===== config.mk =====
export PLATFORM = sky130hd
export DESIGN_NAME = fetch_unit
export DESIGN_NICKNAME = d
export VERILOG_FILES = /design/src/rtl/fetch_unit.sv
export SDC_FILE = /design/constraint.sdc
export NUM_CORES = 1
export LEC_CHECK = 0
export ABC_AREA = 1
export BUFFER_PORTS_ARGS = -buffer_cell sky130_fd_sc_hd__buf_2
export CAP_MARGIN = 20
export CORE_ASPECT_RATIO = 0.9
export CORE_MARGIN = 3
export CORE_UTILIZATION = 60
export CTS_CLUSTER_SIZE = 14
export DETAILED_ROUTE_END_ITERATION = 8
export MAX_ROUTING_LAYER = met4
export PLACE_DENSITY = 0.82
export SKIP_CTS_REPAIR_TIMING = 1
export SLEW_MARGIN = 20
export SYNTH_ARGS = -nofsm -noshare
export SYNTH_HDL_FRONTEND = slang
export SYNTH_SLANG_ARGS = --single-unit

===== constraint.sdc =====
create_clock -name clk -period 4 [get_ports clk]
set_input_delay 0.8 -clock clk [delete_from_list [all_inputs] [get_ports clk]]
set_output_delay 0.8 -clock clk [all_outputs]
set_load 0.05 [all_outputs]

===== src/rtl/fetch_unit.sv =====
// Instruction fetch: PC, req/ack memory reads, prefetch FIFO to the decoder.
// Ack in cycle N gives instr_valid in N+1; requests stall while the FIFO is full.
module fetch_unit #(
  parameter int              PC_W      = 16,
  parameter logic [PC_W-1:0] RESET_PC  = '0,
  parameter int              BUF_DEPTH = 2
) (
  input  logic            clk,
  input  logic            reset,
  output logic            mem_req,
  output logic [PC_W-1:0] mem_addr,
  input  logic            mem_ack,
  input  logic [15:0]     mem_rdata,
  output logic [15:0]     instr,
  output logic [PC_W-1:0] instr_pc,
  output logic            instr_valid,
  input  logic            instr_ready,
  input  logic            redirect,
  input  logic [PC_W-1:0] redirect_pc
);

  localparam int PTR_W = (BUF_DEPTH > 1) ? $clog2(BUF_DEPTH) : 1;
  localparam int CNT_W = PTR_W + 1;

  typedef enum logic [1:0] {FETCH, HOLD, SQUASH} state_t;

  state_t          state;
  logic [PC_W-1:0] fetch_pc;
  logic [15:0]     buf_dat [BUF_DEPTH];
  logic [PC_W-1:0] buf_pc  [BUF_DEPTH];
  logic [PTR_W-1:0] wr_ptr, rd_ptr;
  logic [CNT_W-1:0] count;

  logic [PC_W-1:0]  redirect_tgt;
  logic [PC_W-1:0]  fetch_pc_adv;
  logic             ack, push, pop, has_room;
  logic [CNT_W-1:0] count_nxt;

  assign redirect_tgt = redirect_pc & ~PC_W'(1);
  assign ack          = mem_req && mem_ack;
  assign pop          = instr_valid && instr_ready;
  // Data returned in the redirect cycle belongs to the abandoned path.
  assign push         = ack && (state == FETCH) && !redirect;
  assign fetch_pc_adv = push ? fetch_pc + PC_W'(2) : fetch_pc;
  assign count_nxt    = redirect ? '0 : count + CNT_W'(push) - CNT_W'(pop);
  assign has_room     = count_nxt < CNT_W'(BUF_DEPTH);

  assign instr_valid = (count != '0);
  assign instr       = buf_dat[rd_ptr];
  assign instr_pc    = buf_pc[rd_ptr];

  always_ff @(posedge clk or negedge reset) begin
    if (!reset) begin
      state    <= FETCH;
      fetch_pc <= RESET_PC;
      mem_req  <= 1'b0;
      mem_addr <= RESET_PC;
      wr_ptr   <= '0;
      rd_ptr   <= '0;
      count    <= '0;
      for (int i = 0; i < BUF_DEPTH; i++) begin
        buf_dat[i] <= '0;
        buf_pc[i]  <= '0;
      end
    end else begin
      count <= count_nxt;
      if (redirect) begin
        wr_ptr <= '0;
        rd_ptr <= '0;
      end else begin
        if (push) begin
          buf_dat[wr_ptr] <= mem_rdata;
          buf_pc[wr_ptr]  <= fetch_pc;
          wr_ptr          <= wr_ptr + PTR_W'(1);
        end
        if (pop) rd_ptr <= rd_ptr + PTR_W'(1);
      end

      case (state)
        FETCH: begin
          if (redirect && mem_req && !mem_ack) begin
            // Outstanding read must complete on its old address; fetch_pc keeps the target.
            state    <= SQUASH;
            fetch_pc <= redirect_tgt;
          end else if (redirect) begin
            fetch_pc <= redirect_tgt;
            mem_req  <= 1'b1;
            mem_addr <= redirect_tgt;
          end else begin
            fetch_pc <= fetch_pc_adv;
            mem_addr <= fetch_pc_adv;
            mem_req  <= has_room;
            if (!has_room) state <= HOLD;
          end
        end
        HOLD: begin
          if (redirect) begin
            state    <= FETCH;
            fetch_pc <= redirect_tgt;
            mem_req  <= 1'b1;
            mem_addr <= redirect_tgt;
          end else if (has_room) begin
            state    <= FETCH;
            mem_req  <= 1'b1;
            mem_addr <= fetch_pc;
          end
        end
        SQUASH: begin
          if (redirect) fetch_pc <= redirect_tgt;
          if (mem_ack) begin
            state    <= FETCH;
            mem_req  <= 1'b1;
            mem_addr <= redirect ? redirect_tgt : fetch_pc;
          end
        end
        default: begin
          state   <= FETCH;
          mem_req <= 1'b0;
        end
      endcase
    end
  end

endmodule


== Word-level counts from Yosys, hierarchy flattened ==
Cells that the tools add are included.
Storage, ports and cells
  register bits: 103
  latch bits: 0
  bits in writable memories: 0
  ROM bits: 0
  input port bits: 37
  output and inout bits: 50
  memories kept: 0
Operators by class
  $add $sub $neg: 5
  $mul: 0
  div/mod/pow operators: 0
  magnitude comparators: 4
  equality and inequality tests: 7
  shift operators: 0
  muxes and demuxes: 38
  bitwise gates (word level): 3
  reductions and logical operators: 20
Operators by type and width (number)
  $mux W16: 15
  $bwmux W32: 2
  $pmux W16 S3: 1
  $pmux W16 S2: 1
  $add A16 B2 Y16 const B: 1
  $demux W16 S1: 1
  $mux W2: 7
  $mux W1: 9
  $reduce_and A4 Y1: 2
  $reduce_bool A2 Y1: 4
  $logic_and A1 B1 Y1: 7
  $ne A3 B2 Y1 const B: 2
  $pmux W2 S3: 1
  $ge A2 B2 Y1 const B: 2
  $ne A2 B2 Y1 const B: 2
  $not A1 Y2: 2
  $ne A3 B3 Y1 const B: 1
  $pmux W1 S3: 1
  $reduce_and A3 Y1: 1
  $reduce_bool A3 Y1: 1
  $add A1 B1 Y1 const B: 2
  $add A2 B1 Y2: 1
  $eq A2 B1 Y1 const B: 1
  $eq A2 B2 Y1 const B: 1
  8 further kinds: 9

== Depth between registers and ports, before layout ==
Gate-level depths: netlist (run 1).
  word-level depth: 11
  mapped depth: 14
  depth with buffers taken out: 14

== Worst setup path before layout (run 1) ==
OpenSTA, ideal clock, no wires.
  kind: in2reg
  from: in redirect
  to: reg mem_addr[12]
  library setup time: 0.122 ns
  data arrival time: 2.356 ns
  path slack: 1.522 ns
  stages on the path: 13
  path buffers: 2
  path through: buf_6 inv_4 nand4_2 ha_1 inv_1 ha_1 nand3_1 nand4_1 nand3_1 clkbuf_1 nand2_1 inv_1 a21oi_1
Between the ends
  word-level cells in the longest chain between the ends: 8
Ends and longest elaborated chain
  start, declared: RTL line 18  | input logic redirect,
  $logic_not A1 Y1: RTL line 43  | assign push = ack && (state == FETCH) && !redirect;
  $logic_and A1 B1 Y1: RTL line 43
  $add A2 B1 Y2: RTL line 45  | assign count_nxt = redirect ? '0 : count + CNT_W'(push) - CNT_W'(pop);
  $sub A2 B1 Y2: RTL line 45
  $mux W2: RTL line 45
  $lt A2 B2 Y1: RTL line 46  | assign has_room = count_nxt < CNT_W'(BUF_DEPTH);
  $ne A3 B3 Y1 (no line)
  $reduce_and A4 Y1 (no line)
  end signal, assigned: RTL line 88  | mem_addr <= redirect_tgt;
  end signal, assigned: RTL line 91  | mem_addr <= fetch_pc_adv;
  end signal, assigned: RTL line 101  | mem_addr <= redirect_tgt;
  end, declared: RTL line 11  | output logic [PC_W-1:0] mem_addr,
Parallel ways exist; a longest one is shown, timed or not. The select of a mux whose other input is x is not followed.
A chain may end at the register's enable or synchronous reset.

== Final worst setup path (run 1) ==
  from: in redirect
  to: reg mem_addr[7]
Same word-level chain as after synthesis.

==> results of run 1 <==
cells in the final DEF (no fill, tap or decap), types with 10 or more instances in the layout:
master / instances
nand3_1: 22
o21ai_1: 17
buf_2: 84
o21ai_0: 56
dfrtp_1: 103
nor2_1: 29
nand2_1: 298
o21ai_2: 23
a21oi_1: 11
inv_1: 65
clkbuf_8: 10
where the power goes:
part / switching (mW) / internal [mW] / total, mW
Sequential: 0.293 / 1.51 / 1.80
Combinational: 2.15 / 0.754 / 2.91
Clock: 0.365 / 0.313 / 0.678
routing by layer:
layer	wire length [um]	track usage, %
met2	6060	44.0
met5	0	-
met4	184	7.65
met1	5190	33.8
met3	721	6.49
stage by stage:
stage | utilization [%] | setup slack [ns]
CTS | 71.2 | 1.20
finish | 71.2 | 1.14
global placement | 68.7 | 0.883
detailed placement | 68.7 | 0.791
floorplan | - | 1.52
global route | 71.2 | 0.896
worst min-delay path by stage:
stage / start / to / cells after the start
2_1_floorplan: buf_pc[14] / buf_pc[14] / 2
3_3_place_gp: mem_addr[6] / mem_addr[6] / 2
3_5_place_dp: mem_addr[3] / mem_addr[3] / 2
4_1_cts: reset / buf_dat[4] / 1
5_1_grt: reset / buf_dat[4] / 1
6_report: reset / buf_dat[7] / 1
sequential cells by signal, indices dropped and copies added, names as in the netlist:
signal / count
buf_dat: 32
buf_pc: 32
count: 2
fetch_pc: 16
mem_addr: 16
mem_req: 1
rd_ptr: 1
state: 2
wr_ptr: 1
cells by family after synthesis:
kind of cell | after synthesis | synth area share [%]
flip-flops | 103 | 48.8
AND/OR/NAND/NOR | 369 | 27.9
AO/OA/AOI/OAI | 112 | 12.5
multiplexers | 2 | 0.379
buffers and inverters | 102 | 8.51
adder cells (fa/ha/maj) | 8 | 1.90
critical path: cells and delay by family:
family | cells | cell delay (ns)
buf+inv | 5 | 1.02
simple gates | 6 | 0.75
fa+ha+maj | 2 | 0.54
layout make-up:
class / count / area (um2)
Inverter: 67 / 254
Fill cell: 717 / 2390
Multi-Input combinational cell: 491 / 2250
Clock inverter: 5 / 63.8
Sequential cell: 103 / 2580
Clock buffer: 11 / 141
Timing Repair Buffer: 91 / 473
Tap cell: 115 / 144
==> results.json, run 1 <==
{
  "worstPathCellList": "buf_2 -> inv_4 -> nand4_2 -> ha_1 -> inv_1 -> ha_1 -> nand3_1 -> nand4_1 -> nand3_1 -> buf_4 -> inv_1 -> nand2_1 -> nand2_1",
  "hpwlAfterDp_um": 8440,
  "io_pins": 87,
  "hold_viol_final": 0,
  "antenna_cells": 0,
  "grt_pass1_vias": 4559,
  "rows": 31,
  "drtIter0Drc": 208,
  "synthCells": 696,
  "synth_area_leaders": "dfrtp_1, nand2_1, o21ai_0, inv_1, o21ai_2",
  "cp_data_required_time_ns": 4.26,
  "fp.dieW_um": 105,
  "die_y_um": 95.0,
  "synth_flop_cell": "dfrtp_1",
  "grt_setup_unrepaired": "no",
  "wl_per_cell_um": 13.8,
  "setup_viol": 0,
  "via_per_inst": 5.31,
  "grt_max_degree": 65,
  "holdWs_ns": 0.380,
  "cpPeakStageDelay_ns": 0.34,
  "cts-htree-levels": 3,
  "crit_end": "mem_addr[7]",
  "globalplace.congestion": 0.909,
  "layout_min_cycle_time_ns": 2.86,
  "worstReg2RegEnd": "buf_dat[5]",
  "die-area_mm2": 0.00996,
  "synthesis.nets": 741,
  "final_area_mm2": 0.00591,
  "syn_avg_cell_area_um2": 7.58,
  "synth_edf_count": 0,
  "drcViolationCount": 0,
  "ant_nets": 0,
  "arrival_ns": 3.12,
  "maxSlewHeadroom_pct": 33.4,
  "io_buffers": 85,
  "hold_path_class": "input port to asynchronous set/reset pin",
  "dpl.cell_count": 867,
  "criticalPathCategory": "input port to flop",
  "overflow": 0,
  "path_max_fanout": 25,
  "setup_tns_ns": 0,
  "root_buffer": "clkbuf_8",
  "path_clk_slew_ns": 0.10,
  "core_area_mm2": 0.00830,
  "ys_ff_latch": 103,
  "power_mw": 5.39,
  "routed-via-count": 4688,
  "period_share_pct": 71.5,
  "clock_latency_ns": 0.37,
  "cts_tree": "built",
  "cts_made_buffers": 9,
  "worst_pin_slew_ns": 0.995,
  "initial_core_util_pct": 63.6,
  "rr_startpoint": "state[1]",
  "start_kind": "input port",
  "status": "finished, final reports clean",
  "ff2ff_path_depth": 6,
  "p_leak_nw": 3.26,
  "startpoint": "redirect",
  "grt_usage_pct": 26.9,
  "yosys.cell_count.top_type": "nand2_1",
  "antenna_found_initial": 0,
  "synth_cell_types": 28,
  "instances_no_fill": 883,
  "yosysSeqAreaShare_pct": 48.8,
  "synth_top_cell_area_share_pct": 48.8,
  "fmax_mhz": 349,
  "synthArstFlopShare_pct": 100,
  "report.final.slew_viol_count": 0,
  "skew_ns": 0.0124,
  "firstDrtPassIters": 5,
  "dpl-instance-area_mm2": 0.00570,
  "fin_nets": 808,
  "drv_cap": 0,
  "ff2ff_setup_slack_ns": 1.23,
  "cts_buffer_depth": 2,
  "layout-drive-gt1-share_pct": 18.1,
  "powerDensity_mw_per_mm2": 912,
  "critPathCaptureType": "flop",
  "synth_commonest_cells": "nand2_1, dfrtp_1, inv_1",
  "synth_area_leader_cell": "dfrtp_1",
  "critPathSlowestCell": "ha_1",
  "syn2layout_area_growth_pct": 11.9,
  "ys_warn_count": 0,
  "ir_drop_mv": 0.447,
  "clkSinkCount": 103,
  "drt-total-wl_um": 12200,
  "grt_pass1_wl_um": 21000,
  "synth_area_mm2": 0.00528
}
Power figures use the tool's default switching activity.
==> run 2, diff against run 1 <==
- CORE_UTILIZATION: 60 -> 57
- PLACE_DENSITY: 0.82 -> 0.79
- clock period: 4 -> 2.7 ns (I/O delays scaled with it)
==> run 2 against run 1 <==
Effect of this change: sequential power up 48%; combinational power up 50%; global-route usage down 1.9 points; sequential share of layout area down 0.22 points; clock skew down 0.0021 ns; worst setup slack worse by 0.86 ns; register-to-register slack worse by 0.95 ns.
==> results.json, run 2 (synthesis results as in run 1) <==
{
  "grt_pass1_vias": 4501,
  "pwr-share-comb_pct": 55.3,
  "overflow": 0,
  "die_y_um": 97.3,
  "cts-htree-levels": 3,
  "drtIter0Drc": 265,
  "final_common_cell": "nand2_1",
  "cp_data_required_time_ns": 2.96,
  "layout_min_cycle_time_ns": 2.42,
  "hold_path_class": "input port to asynchronous set/reset pin",
  "ant_nets": 0,
  "worstPathCellList": "inv_1 -> ha_2 -> nand4_4 -> ha_1 -> inv_1 -> ha_1 -> nand3_1 -> nand4_1 -> nand3_2 -> buf_6 -> nand2_1 -> inv_1 -> a21oi_1",
  "clock_latency_ns": 0.36,
  "dpl-instance-area_mm2": 0.00574,
  "initial_core_util_pct": 59.9,
  "firstDrtPassIters": 5,
  "critPathSlowestCell": "dfrtp_1",
  "antenna_cells": 0,
  "fp.dieW_um": 107,
  "cts_tree": "built",
  "reg_top3": "buf_dat (32), buf_pc (32)",
  "clkSinkCount": 103,
  "crit_top_cell": "inv_1",
  "drcViolationCount": 0,
  "ff_latch_area_mm2": 0.00258,
  "cpPeakStageDelay_ns": 0.44,
  "utilization_pct": 67.4,
  "power_mw": 7.88,
  "rows": 32,
  "globalplace.congestion": 0.861,
  "path_clk_slew_ns": 0.10,
  "die-area_mm2": 0.0105,
  "worst_pin_slew_ns": 0.772,
  "io_buffers": 85,
  "arrival_ns": 2.69,
  "skew_ns": 0.0103,
  "clock_power_share_pct": 10.8,
  "grt_max_degree": 66,
  "grt_setup_unrepaired": "no",
  "final_cell_mix": "nand2_1, dfrtp_1, buf_2, inv_1, o21ai_0",
  "powerDensity_mw_per_mm2": 1330,
  "hold_viol_final": 0,
  "drt-total-wl_um": 12100,
  "switching_share_pct": 52.8,
  "maxSlewHeadroom_pct": 48.5,
  "crit_family": "adder cells",
  "core_area_mm2": 0.00881,
  "report.final.slew_viol_count": 0,
  "syn2layout_area_growth_pct": 12.5,
  "wl_per_cell_um": 13.5,
  "path_max_fanout": 20,
  "ir_drop_mv": 0.855,
  "root_buffer": "clkbuf_8",
  "drv_cap": 0,
  "fin_nets": 812,
  "critPathCaptureType": "flop",
  "antenna_found_initial": 0,
  "routed-via-count": 4619,
  "start_kind": "flop",
  "grt_usage_pct": 25.0,
  "setup_tns_ns": 0,
  "setup_viol": 0,
  "via_per_inst": 5.18,
  "cts_made_buffers": 9,
  "layout-drive-gt1-share_pct": 18.7,
  "p_leak_nw": 3.25,
  "crit_buf_inv": 4,
  "multi_input_area_mm2": 0.00227,
  "final_area_mm2": 0.00594,
  "status": "finished, final reports clean",
  "grt_pass1_wl_um": 20700,
  "fmax_mhz": 413,
  "cts_buffer_depth": 2,
  "power.internal_mw": 3.72,
  "p_switching_mw": 4.16,
  "period_share_pct": 89.8,
  "seqPwrFrac_pct": 33.9,
  "hpwlAfterDp_um": 8320,
  "criticalPathCategory": "flop to flop",
  "num-fill-cells": 781,
  "io_pins": 87
}
==> run 2: area by class of cell <==
type	instances	area share [%]
Sequential cell	103	43.4
Multi-Input combinational cell	491	38.2
Timing Repair Buffer	94	8.62
Inverter	67	4.34
Tap cell	119	2.51
Clock buffer	11	2.21
Clock inverter	5	0.590
Timing Repair inverter	1	0.126
==> run 2: final timing paths <==
path / from / endpoint / slack (ns) / cells after the start
max in group asynchronous: reset / buf_pc[20] / 1.81 / 2
hold reg to reg: mem_addr[8] / mem_addr[8] / 0.48 / 2
hold / removal: reset / buf_dat[19] / 0.20 / 1
setup reg to reg: state[0] / mem_addr[12] / 0.28 / 13
min in group clk: mem_rdata[13] / buf_dat[29] / 0.42 / 3
setup / recovery: state[0] / mem_addr[12] / 0.28 / 13
==> run 2: layer usage <==
metal  global-route usage [%]  share of wire, %  up-vias
met2                     39.4                49      129
met3                     3.99               5.7       15
met5                        -                 0        -
met4                     7.96               1.4        0
li1                         -                 -     2316
met1                     33.4                44     2159
==> run 2: power by group through the flow <==
stage | sequential, mW | clock (mW) | combinational, mW
5_1_grt | 2.76 | 0.941 | 4.82
6_report | 2.67 | 0.851 | 4.36
3_5_place_dp | 2.69 | 0 | 4.30
4_1_cts | 2.66 | 0.877 | 4.31
3_3_place_gp | 2.65 | 0 | 4.19
2_1_floorplan | 3.00 | 0 | 3.01
==> run 2: metrics by stage <==
step	hold slack, ns	setup WS [ns]	cells
after detailed placement	0.468	0.236	874
final	0.204	0.276	891
after CTS	0.221	0.218	890
after floorplan	0.244	0.422	696
after global routing	0.254	0.0275	891
after global placement	0.461	0.293	874
